[config.mk]
export PLATFORM = sky130hd
export DESIGN_NAME = ad7991_i2c_responder
export DESIGN_NICKNAME = d
export VERILOG_FILES = /design/src/rtl/ad7991_pkg.sv /design/src/rtl/ad7991_i2c_responder_line_sync.sv /design/src/rtl/ad7991_i2c_responder.sv
export SDC_FILE = /design/constraint.sdc
export NUM_CORES = 1
export LEC_CHECK = 0
export ABC_AREA = 1
export BUFFER_PORTS_ARGS = -buffer_cell sky130_fd_sc_hd__buf_2
export CORE_ASPECT_RATIO = 0.9
export CORE_MARGIN = 3
export CORE_UTILIZATION = 40
export DETAILED_ROUTE_END_ITERATION = 12
export PLACE_DENSITY = 0.61
export RECOVER_POWER = 100
export SYNTH_ARGS = -nofsm -noshare
export SYNTH_HDL_FRONTEND = slang
export SYNTH_SLANG_ARGS = --single-unit
export TNS_END_PERCENT = 100
[constraint.sdc]
create_clock -name clk -period 3.4 [get_ports clk]
set_clock_uncertainty 0.15 [all_clocks]
set_input_delay 0.17 -clock clk [delete_from_list [all_inputs] [get_ports clk]]
set_output_delay 0.17 -clock clk [all_outputs]
set_load 0.05 [all_outputs]
[src/rtl/ad7991_pkg.sv]
// Shared types and constants for the AD7991 I2C responder: state encoding,
// default address and reset config, word-format and cfg field positions.
package ad7991_pkg;

  localparam logic [6:0] AD7991_ADDR      = 7'h28;
  localparam logic [7:0] AD7991_CFG_RESET = 8'hF0;

  localparam int unsigned NUM_CH    = 4;
  localparam int unsigned CH_W      = 12;
  localparam int unsigned CH_DATA_W = NUM_CH * CH_W;

  // Conversion word: {2'b00, ch_id[1:0], data[11:0]}
  localparam int unsigned WORD_W      = 16;
  localparam int unsigned WORD_ID_LSB = 12;
  localparam int unsigned WORD_ID_W   = 2;

  // cfg[7:4] channel enables (bit 4 = CH0 .. bit 7 = CH3), cfg[3:0] stored only
  localparam int unsigned CFG_EN_LSB = 4;
  localparam int unsigned CFG_EN_W   = 4;

  typedef enum logic [2:0] {
    S_IDLE,
    S_ADDR,
    S_ADDR_ACK,
    S_WR_BYTE,
    S_WR_ACK,
    S_RD_BYTE,
    S_RD_ACK,
    S_IGNORE
  } state_e;

  function automatic logic [CFG_EN_W-1:0] eff_en(input logic [CFG_EN_W-1:0] en_raw);
    eff_en = (en_raw == 4'd0) ? 4'b0001 : en_raw;
  endfunction

  // Next enabled channel after cur, wrapping; smallest forward offset wins.
  function automatic logic [WORD_ID_W-1:0] next_ch(input logic [WORD_ID_W-1:0] cur,
                                                   input logic [CFG_EN_W-1:0]  en);
    logic [WORD_ID_W-1:0] c;
    next_ch = cur;
    for (int i = 4; i >= 1; i--) begin
      c = cur + 2'(i);
      if (en[c]) next_ch = c;
    end
  endfunction

  function automatic logic [WORD_W-1:0] mk_word(input logic [WORD_ID_W-1:0] ch,
                                                input logic [CH_W-1:0]      d);
    mk_word = {2'b00, ch, d};
  endfunction

endpackage

[src/rtl/ad7991_i2c_responder_line_sync.sv]
// i2c_line_sync: 2-FF synchronizer, optional 3-sample majority filter
// (AD7991_RESP_GLITCH_FILTER_EN), registered level with rise/fall pulses.
module i2c_line_sync (
  input  logic clk,
  input  logic reset,
  input  logic line_i,
  output logic level_o,
  output logic rise_o,
  output logic fall_o
);

  logic [1:0] sync_q;
  logic       filt;
  logic       level_q;
  logic       rise_q;
  logic       fall_q;

`ifdef AD7991_RESP_GLITCH_FILTER_EN
  logic [1:0] hist_q;
  logic       maj_q;

  // Majority of the current and two previous synchronized samples
  always_ff @(posedge clk) begin
    if (reset) begin
      hist_q <= 2'b11;
      maj_q  <= 1'b1;
    end else begin
      hist_q <= {hist_q[0], sync_q[1]};
      maj_q  <= (sync_q[1] & hist_q[0]) | (sync_q[1] & hist_q[1]) | (hist_q[0] & hist_q[1]);
    end
  end

  assign filt = maj_q;
`else
  assign filt = sync_q[1];
`endif

  // Idle bus level is high, so everything resets to 1 to avoid false edges
  always_ff @(posedge clk) begin
    if (reset) begin
      sync_q  <= 2'b11;
      level_q <= 1'b1;
      rise_q  <= 1'b0;
      fall_q  <= 1'b0;
    end else begin
      sync_q  <= {sync_q[0], line_i};
      level_q <= filt;
      rise_q  <= filt & ~level_q;
      fall_q  <= ~filt & level_q;
    end
  end

  assign level_o = level_q;
  assign rise_o  = rise_q;
  assign fall_o  = fall_q;

endmodule

[src/rtl/ad7991_i2c_responder.sv]
// AD7991 I2C target emulation: config byte on writes, 2-byte conversion words on
// reads. AD7991_RESP_GLITCH_FILTER_EN enables majority filtering of SCL/SDA.
module ad7991_i2c_responder
  import ad7991_pkg::*;
#(
  parameter logic [6:0] ADDR      = AD7991_ADDR,
  parameter logic [7:0] CFG_RESET = AD7991_CFG_RESET
) (
  input  logic                 clk,
  input  logic                 reset,
  input  logic                 scl_in,
  input  logic                 sda_in,
  output logic                 sda_oe,
  input  logic [CH_DATA_W-1:0] ch_data,
  output logic [7:0]           cfg,
  output logic                 busy,
  output logic [15:0]          rd_word_cnt
);

  logic scl_lvl, scl_rise, scl_fall;
  logic sda_lvl, sda_rise, sda_fall;

  i2c_line_sync u_scl_sync (
    .clk    (clk),
    .reset  (reset),
    .line_i (scl_in),
    .level_o(scl_lvl),
    .rise_o (scl_rise),
    .fall_o (scl_fall)
  );

  i2c_line_sync u_sda_sync (
    .clk    (clk),
    .reset  (reset),
    .line_i (sda_in),
    .level_o(sda_lvl),
    .rise_o (sda_rise),
    .fall_o (sda_fall)
  );

  logic [CH_W-1:0] chan [NUM_CH];
  for (genvar g = 0; g < NUM_CH; g++) begin : g_chan
    assign chan[g] = ch_data[g*CH_W +: CH_W];
  end

  state_e             state_q, state_d;
  logic [2:0]         bit_cnt_q, bit_cnt_d;
  logic [6:0]         shift_q, shift_d;
  logic [6:0]         tx_q, tx_d;
  logic [7:0]         byte1_q, byte1_d;
  logic [WORD_ID_W-1:0] ch_q, ch_d;
  logic               byte_sel_q, byte_sel_d;
  logic               rw_q, rw_d;
  logic               first_wr_q, first_wr_d;
  logic               ack_rise_q, ack_rise_d;
  logic [7:0]         cfg_q, cfg_d;
  logic               busy_q, busy_d;
  logic               sda_oe_q, sda_oe_d;
  logic [15:0]        rd_cnt_q, rd_cnt_d;
  logic [WORD_W-1:0]  lat_word;

  // Word for the current channel, captured only when a word is latched
  assign lat_word = mk_word(ch_q, chan[ch_q]);

  always_ff @(posedge clk) begin
    if (reset) begin
      state_q    <= S_IDLE;
      bit_cnt_q  <= 3'd0;
      shift_q    <= 7'd0;
      tx_q       <= 7'd0;
      byte1_q    <= 8'd0;
      ch_q       <= 2'd0;
      byte_sel_q <= 1'b0;
      rw_q       <= 1'b0;
      first_wr_q <= 1'b0;
      ack_rise_q <= 1'b0;
      cfg_q      <= CFG_RESET;
      busy_q     <= 1'b0;
      sda_oe_q   <= 1'b0;
      rd_cnt_q   <= 16'd0;
    end else begin
      state_q    <= state_d;
      bit_cnt_q  <= bit_cnt_d;
      shift_q    <= shift_d;
      tx_q       <= tx_d;
      byte1_q    <= byte1_d;
      ch_q       <= ch_d;
      byte_sel_q <= byte_sel_d;
      rw_q       <= rw_d;
      first_wr_q <= first_wr_d;
      ack_rise_q <= ack_rise_d;
      cfg_q      <= cfg_d;
      busy_q     <= busy_d;
      sda_oe_q   <= sda_oe_d;
      rd_cnt_q   <= rd_cnt_d;
    end
  end

  always_comb begin
    state_d    = state_q;
    bit_cnt_d  = bit_cnt_q;
    shift_d    = shift_q;
    tx_d       = tx_q;
    byte1_d    = byte1_q;
    ch_d       = ch_q;
    byte_sel_d = byte_sel_q;
    rw_d       = rw_q;
    first_wr_d = first_wr_q;
    ack_rise_d = ack_rise_q;
    cfg_d      = cfg_q;
    busy_d     = busy_q;
    sda_oe_d   = sda_oe_q;
    rd_cnt_d   = rd_cnt_q;

    // STOP is checked first so it wins over any coincident SCL event
    if (sda_rise && scl_lvl) begin
      state_d  = S_IDLE;
      sda_oe_d = 1'b0;
      busy_d   = 1'b0;
    end else if (sda_fall && scl_lvl) begin
      state_d   = S_ADDR;
      bit_cnt_d = 3'd0;
      busy_d    = 1'b1;
    end else begin
      case (state_q)
        S_ADDR: begin
          if (scl_rise) begin
            shift_d   = {shift_q[5:0], sda_lvl};
            bit_cnt_d = bit_cnt_q + 3'd1;
            if (bit_cnt_q == 3'd7) begin
              if (shift_q == ADDR) begin
                state_d    = S_ADDR_ACK;
                ack_rise_d = 1'b0;
                rw_d       = sda_lvl;
                first_wr_d = 1'b1;
                byte_sel_d = 1'b0;
                ch_d       = next_ch(2'd3, eff_en(cfg_q[CFG_EN_LSB +: CFG_EN_W]));
              end else begin
                state_d = S_IGNORE;
              end
            end
          end
        end
        S_ADDR_ACK: begin
          if (scl_rise) begin
            ack_rise_d = 1'b1;
          end else if (scl_fall) begin
            if (!ack_rise_q) begin
              sda_oe_d = 1'b1;
            end else if (rw_q) begin
              state_d   = S_RD_BYTE;
              bit_cnt_d = 3'd0;
              byte1_d   = lat_word[7:0];
              tx_d      = lat_word[14:8];
              sda_oe_d  = ~lat_word[15];
            end else begin
              state_d   = S_WR_BYTE;
              bit_cnt_d = 3'd0;
              sda_oe_d  = 1'b0;
            end
          end
        end
        S_WR_BYTE: begin
          if (scl_rise) begin
            shift_d   = {shift_q[5:0], sda_lvl};
            bit_cnt_d = bit_cnt_q + 3'd1;
            if (bit_cnt_q == 3'd7) begin
              state_d    = S_WR_ACK;
              ack_rise_d = 1'b0;
              first_wr_d = 1'b0;
              if (first_wr_q) cfg_d = {shift_q, sda_lvl};
            end
          end
        end
        S_WR_ACK: begin
          if (scl_rise) begin
            ack_rise_d = 1'b1;
          end else if (scl_fall) begin
            if (!ack_rise_q) begin
              sda_oe_d = 1'b1;
            end else begin
              state_d   = S_WR_BYTE;
              bit_cnt_d = 3'd0;
              sda_oe_d  = 1'b0;
            end
          end
        end
        S_RD_BYTE: begin
          if (scl_fall) begin
            if (bit_cnt_q == 3'd7) begin
              state_d    = S_RD_ACK;
              ack_rise_d = 1'b0;
              sda_oe_d   = 1'b0;
            end else begin
              bit_cnt_d = bit_cnt_q + 3'd1;
              tx_d      = {tx_q[5:0], 1'b0};
              sda_oe_d  = ~tx_q[6];
            end
          end
        end
        S_RD_ACK: begin
          if (scl_rise) begin
            if (byte_sel_q) rd_cnt_d = rd_cnt_q + 16'd1;
            if (!sda_lvl) begin
              ack_rise_d = 1'b1;
              if (byte_sel_q) ch_d = next_ch(ch_q, eff_en(cfg_q[CFG_EN_LSB +: CFG_EN_W]));
            end else begin
              state_d = S_IGNORE;
            end
          end else if (scl_fall && ack_rise_q) begin
            state_d   = S_RD_BYTE;
            bit_cnt_d = 3'd0;
            if (!byte_sel_q) begin
              byte_sel_d = 1'b1;
              tx_d       = byte1_q[6:0];
              sda_oe_d   = ~byte1_q[7];
            end else begin
              byte_sel_d = 1'b0;
              byte1_d    = lat_word[7:0];
              tx_d       = lat_word[14:8];
              sda_oe_d   = ~lat_word[15];
            end
          end
        end
        default: ;
      endcase
    end
  end

  assign sda_oe      = sda_oe_q;
  assign cfg         = cfg_q;
  assign busy        = busy_q;
  assign rd_word_cnt = rd_cnt_q;

endmodule

==> metrics.txt <==
# TYPE chip_impl_metric gauge
chip_impl_metric{name="sequential_fraction_of_the_synthesis_area",unit="%"} 37.4
chip_impl_metric{name="worst-endpoint-arrival",unit="ps"} 2760
chip_impl_info{name="worstSetupEndpointType",value="flop"} 1
chip_impl_metric{name="detail_route.first_pass.iterations",unit=""} 5
chip_impl_info{name="r2r_end",value="rd_word_cnt[10]"} 1
chip_impl_metric{name="utilization",unit="%"} 49.0
chip_impl_metric{name="worstPathRequired",unit="ps"} 3480
chip_impl_metric{name="port_buffers",unit=""} 77
chip_impl_info{name="critical-path-top-delay-family",value="simple AND/OR/NAND/NOR gates"} 1
chip_impl_metric{name="total_leakage_power",unit="nW"} 1.97
chip_impl_metric{name="whs_path_depth",unit=""} 5
chip_impl_metric{name="drive_gt1_share",unit="%"} 12.7
chip_impl_metric{name="grt_overflow_total",unit=""} 0
chip_impl_metric{name="synth.ff_latch_count",unit=""} 70
chip_impl_metric{name="cp_max_fo",unit=""} 10
chip_impl_metric{name="placed_area",unit="mm^2"} 0.00421
chip_impl_metric{name="via_per_inst",unit=""} 5.09
chip_impl_info{name="slowest_stage",value="sky130_fd_sc_hd__dfxtp_1"} 1
chip_impl_metric{name="final_design_area_no_fill",unit="mm^2"} 0.00434
chip_impl_metric{name="area_delta_synth_final",unit="%"} 15.8
chip_impl_metric{name="final.hold.worst_slack",unit="ps"} 33.1
chip_impl_metric{name="final_cells",unit=""} 774
chip_impl_info{name="critical-path-top-cell-by-count",value="sky130_fd_sc_hd__nor2_1"} 1
chip_impl_metric{name="instance_count_of_the_mapped_netlist",unit=""} 573
chip_impl_metric{name="min_period",unit="ps"} 2680
chip_impl_metric{name="finalNetCount",unit=""} 705
chip_impl_metric{name="final_max_slew_viol_count",unit=""} 0
chip_impl_info{name="worst_setup_path_start_kind",value="flop"} 1
chip_impl_metric{name="design.core.area",unit="mm^2"} 0.00885
chip_impl_metric{name="drt.antenna.violating_nets",unit=""} 0
chip_impl_metric{name="synth.yosys.warnings",unit=""} 0
chip_impl_info{name="mostFrequentLayoutCells",value="151 x sky130_fd_sc_hd__nand2_1, 72 x sky130_fd_sc_hd__nor2_1, 70 x sky130_fd_sc_hd__dfxtp_1"} 1
chip_impl_metric{name="place.detailed.instances",unit=""} 755
chip_impl_info{name="timing.critical_path.cells",value="nand3_1 > nor2_1 > nand2_1 > nor2_1 > nand3_1 > nor2_1 > a21oi_1 > o21a_1"} 1
chip_impl_metric{name="syn-cell-area",unit="mm^2"} 0.00374
chip_impl_info{name="grt_setup_unrepaired",value="false"} 1
chip_impl_metric{name="ios",unit=""} 78
chip_impl_metric{name="worst-r2r-cell-count",unit=""} 8
chip_impl_metric{name="die_boundary_height",unit="um"} 97.8
chip_impl_metric{name="power.density",unit="mW/mm^2"} 625
chip_impl_metric{name="die_width",unit="um"} 108
chip_impl_info{name="outcome",value="finished clean"} 1
chip_impl_metric{name="setup-tns-final",unit="ps"} 0
chip_impl_metric{name="track_usage",unit="%"} 19.7
chip_impl_metric{name="grt_first_pass_wirelength",unit="um"} 16900
chip_impl_metric{name="die-area",unit="mm^2"} 0.0106
chip_impl_metric{name="post_drt_wl_per_cell",unit="um"} 13.1
chip_impl_info{name="cts-root-buf",value="sky130_fd_sc_hd__clkbuf_8"} 1
chip_impl_metric{name="num-fill-cells",unit=""} 971
chip_impl_metric{name="largest_buffer_count_on_any_clock_path",unit=""} 2
chip_impl_info{name="holdCritPathClass",value="in2reg"} 1
chip_impl_metric{name="cts_num_sinks",unit=""} 70
chip_impl_metric{name="floorplan.initialDensity",unit="%"} 42.3
chip_impl_info{name="hold_path_end",value="byte1_q[1]"} 1
chip_impl_metric{name="n_antenna_cell",unit=""} 0
chip_impl_metric{name="htree_levels",unit=""} 3
chip_impl_metric{name="vdd_ir_drop_max",unit="uV"} 251
chip_impl_metric{name="finalWeightedCongestion",unit=""} 0.927
chip_impl_metric{name="drc",unit=""} 0
chip_impl_metric{name="drv_cap",unit=""} 0
chip_impl_metric{name="worst-r2r-setup-slack",unit="ps"} 720
chip_impl_metric{name="detailedPlace.worstSlack",unit="ps"} 1220
chip_impl_metric{name="drt_initial_violations",unit=""} 207
chip_impl_metric{name="critical_path.max_stage_delay",unit="ps"} 550
chip_impl_metric{name="synthesis.nets",unit=""} 628
chip_impl_metric{name="antenna_found_initial",unit=""} 0
chip_impl_metric{name="synth.avg_cell_area",unit="um^2"} 6.53
chip_impl_metric{name="slew-limit-headroom",unit="%"} 34.0
chip_impl_metric{name="first_global_vias",unit=""} 3642
chip_impl_metric{name="post_cts_setup_repair_bufs",unit=""} 0
chip_impl_metric{name="synth.lib_cells_used.distinct",unit=""} 35
chip_impl_info{name="layout_commonest_cell",value="sky130_fd_sc_hd__nand2_1"} 1
chip_impl_metric{name="finalHoldViolations",unit=""} 0
chip_impl_metric{name="finalWorstSetupSlack",unit="ps"} 723
chip_impl_metric{name="vias",unit=""} 3942
chip_impl_info{name="cts_tree",value="yes"} 1
chip_impl_metric{name="timing.fmax",unit="GHz"} 0.373
chip_impl_metric{name="fin_crit_sh",unit="%"} 78.7
chip_impl_metric{name="route.final.wire_length",unit="um"} 10200
chip_impl_metric{name="cts.reportedPaths.clkPinSlew",unit="ps"} 80
chip_impl_metric{name="clk-insertion-delay-late",unit="ps"} 340
chip_impl_metric{name="p_total",unit="mW"} 2.71
chip_impl_metric{name="row_count",unit=""} 32
chip_impl_info{name="worstHoldStart",value="ch_data[37]"} 1
chip_impl_metric{name="cts_repair_resize_count",unit=""} 0
chip_impl_metric{name="setup-violations-final",unit=""} 0
chip_impl_metric{name="cts_buffers",unit=""} 9
chip_impl_metric{name="grt_start_max_net_pins",unit=""} 27
chip_impl_metric{name="worst-path-buf-inv",unit=""} 0
chip_impl_info{name="criticalPathCategory",value="reg2reg"} 1
chip_impl_info{name="rr_startpoint",value="state_q[1]"} 1
chip_impl_metric{name="tightest_slew",unit="ps"} 990
chip_impl_metric{name="hpwl",unit="um"} 7820
==> synth_stat cells <==
cell type                    n  area [um^2]
sky130_fd_sc_hd__nand2_1   149          559
sky130_fd_sc_hd__dfxtp_1    70         1400
sky130_fd_sc_hd__nor2_1     68          255
sky130_fd_sc_hd__inv_1      62          233
sky130_fd_sc_hd__a21oi_1    53          265
sky130_fd_sc_hd__o21ai_0    41          205
sky130_fd_sc_hd__nand3_1    31          155
sky130_fd_sc_hd__nor3_1     12         60.1
sky130_fd_sc_hd__a22oi_1    10         75.1
sky130_fd_sc_hd__clkbuf_1   10         37.5
sky130_fd_sc_hd__inv_2       8         30.0
sky130_fd_sc_hd__nand4_1     8         50.1
sky130_fd_sc_hd__o211ai_1    8         60.1
sky130_fd_sc_hd__nor2_2      6         37.5
sky130_fd_sc_hd__o21a_1      4         30.0
sky130_fd_sc_hd__or2_2       4         25.0
sky130_fd_sc_hd__buf_2       3         15.0
sky130_fd_sc_hd__ha_1        3         37.5
sky130_fd_sc_hd__nand2_2     3         18.8
sky130_fd_sc_hd__a211oi_1    2         15.0
sky130_fd_sc_hd__buf_4       2         15.0
sky130_fd_sc_hd__nand2_4     2         22.5
sky130_fd_sc_hd__xor2_1      2         17.5
sky130_fd_sc_hd__a311oi_1    1         8.76
sky130_fd_sc_hd__buf_6       1         11.3
sky130_fd_sc_hd__inv_4       1         6.26
sky130_fd_sc_hd__nand3_2     1         10.0
sky130_fd_sc_hd__nand3_4     1         17.5
sky130_fd_sc_hd__nand3b_1    1         7.51
sky130_fd_sc_hd__nor2_4      1         11.3
sky130_fd_sc_hd__nor3_4      1         16.3
sky130_fd_sc_hd__o211ai_2    1         12.5
sky130_fd_sc_hd__o21ai_1     1         5.00
sky130_fd_sc_hd__o21bai_1    1         7.51
sky130_fd_sc_hd__o31ai_1     1         7.51
==> flip-flops by register name (all words and copies together), names as in the netlist, 2 cells and up <==
signal,count
rd_word_cnt,16
byte1_q,8
cfg,8
shift_q,7
tx_q,7
bit_cnt_q,3
state_q,3
ch_q,2
u_scl_sync.sync_q,2
u_sda_sync.sync_q,2
==> kinds of logic after synthesis <==
| logic type | after synthesis | share of synthesized area [%] |
|---|---|---|
| xor gates and xnor gates | 2 | 0.468 |
| DFF | 70 | 37.4 |
| AOI/OAI and AO/OA | 123 | 18.5 |
| buffers and inverters | 87 | 9.29 |
| adders and majority gates | 3 | 1.00 |
| and+or+nand+nor | 288 | 33.3 |
==> area by class of cell <==
type / instances / area, um^2 / share of cell area [%]
Multi-Input combinational cell: 416 / 1960 / 45.1
Inverter: 71 / 269 / 6.20
Sequential cell: 70 / 1400 / 32.3
Timing Repair Buffer: 82 / 393 / 9.06
Tap cell: 119 / 149 / 3.43
Clock buffer: 12 / 145 / 3.35
Clock inverter: 4 / 22.5 / 0.519
==> report_power, final <==
group	switching [mW]	internal, mW	total [mW]	leakage (nW)
combinational	0.732	0.379	1.11	1.32
clock	0.298	0.281	0.579	0.0861
sequential	0.0936	0.925	1.02	0.568
==> how the worst max path moves through the flow <==
stage,endpoint,startpoint,cells past startpoint,slack (ps)
after detailed placement,ch_q[0],ch_q[0],10,1220
after CTS,ch_q[0],ch_q[0],10,1210
final,rd_word_cnt[10],state_q[1],8,720
after global routing,rd_word_cnt[12],state_q[1],9,460
after global placement,ch_q[0],ch_q[0],10,1270
after floorplan,rd_word_cnt[12],rd_word_cnt[1],8,1430
==> worst reg2reg max path, stage by stage (launching register included) <==
cell and delay (ps):
sky130_fd_sc_hd__dfxtp_1 550, sky130_fd_sc_hd__nand3_1 370, sky130_fd_sc_hd__nor2_1 310, sky130_fd_sc_hd__nand2_1 290, sky130_fd_sc_hd__nor2_1 260, sky130_fd_sc_hd__nand3_1 150, sky130_fd_sc_hd__nor2_1 240, sky130_fd_sc_hd__a21oi_1 100
sky130_fd_sc_hd__o21a_1 140
==> what timing repair did <==
item	4_1_cts	5_1_grt
hold endpoints to repair	3	0
setup endpoints to repair	0	0
hold buffers	3	0
==> layer usage <==
layer | up-vias | share of wire, % | track usage, %
met5 | - | 0 | 0
met4 | 0 | 1.8 | 6.31
met3 | 20 | 4.0 | 3.97
met2 | 112 | 48 | 32.3
met1 | 1786 | 46 | 26.0
li1 | 2024 | - | -
No activity file was read; power rests on OpenSTA's default activity.
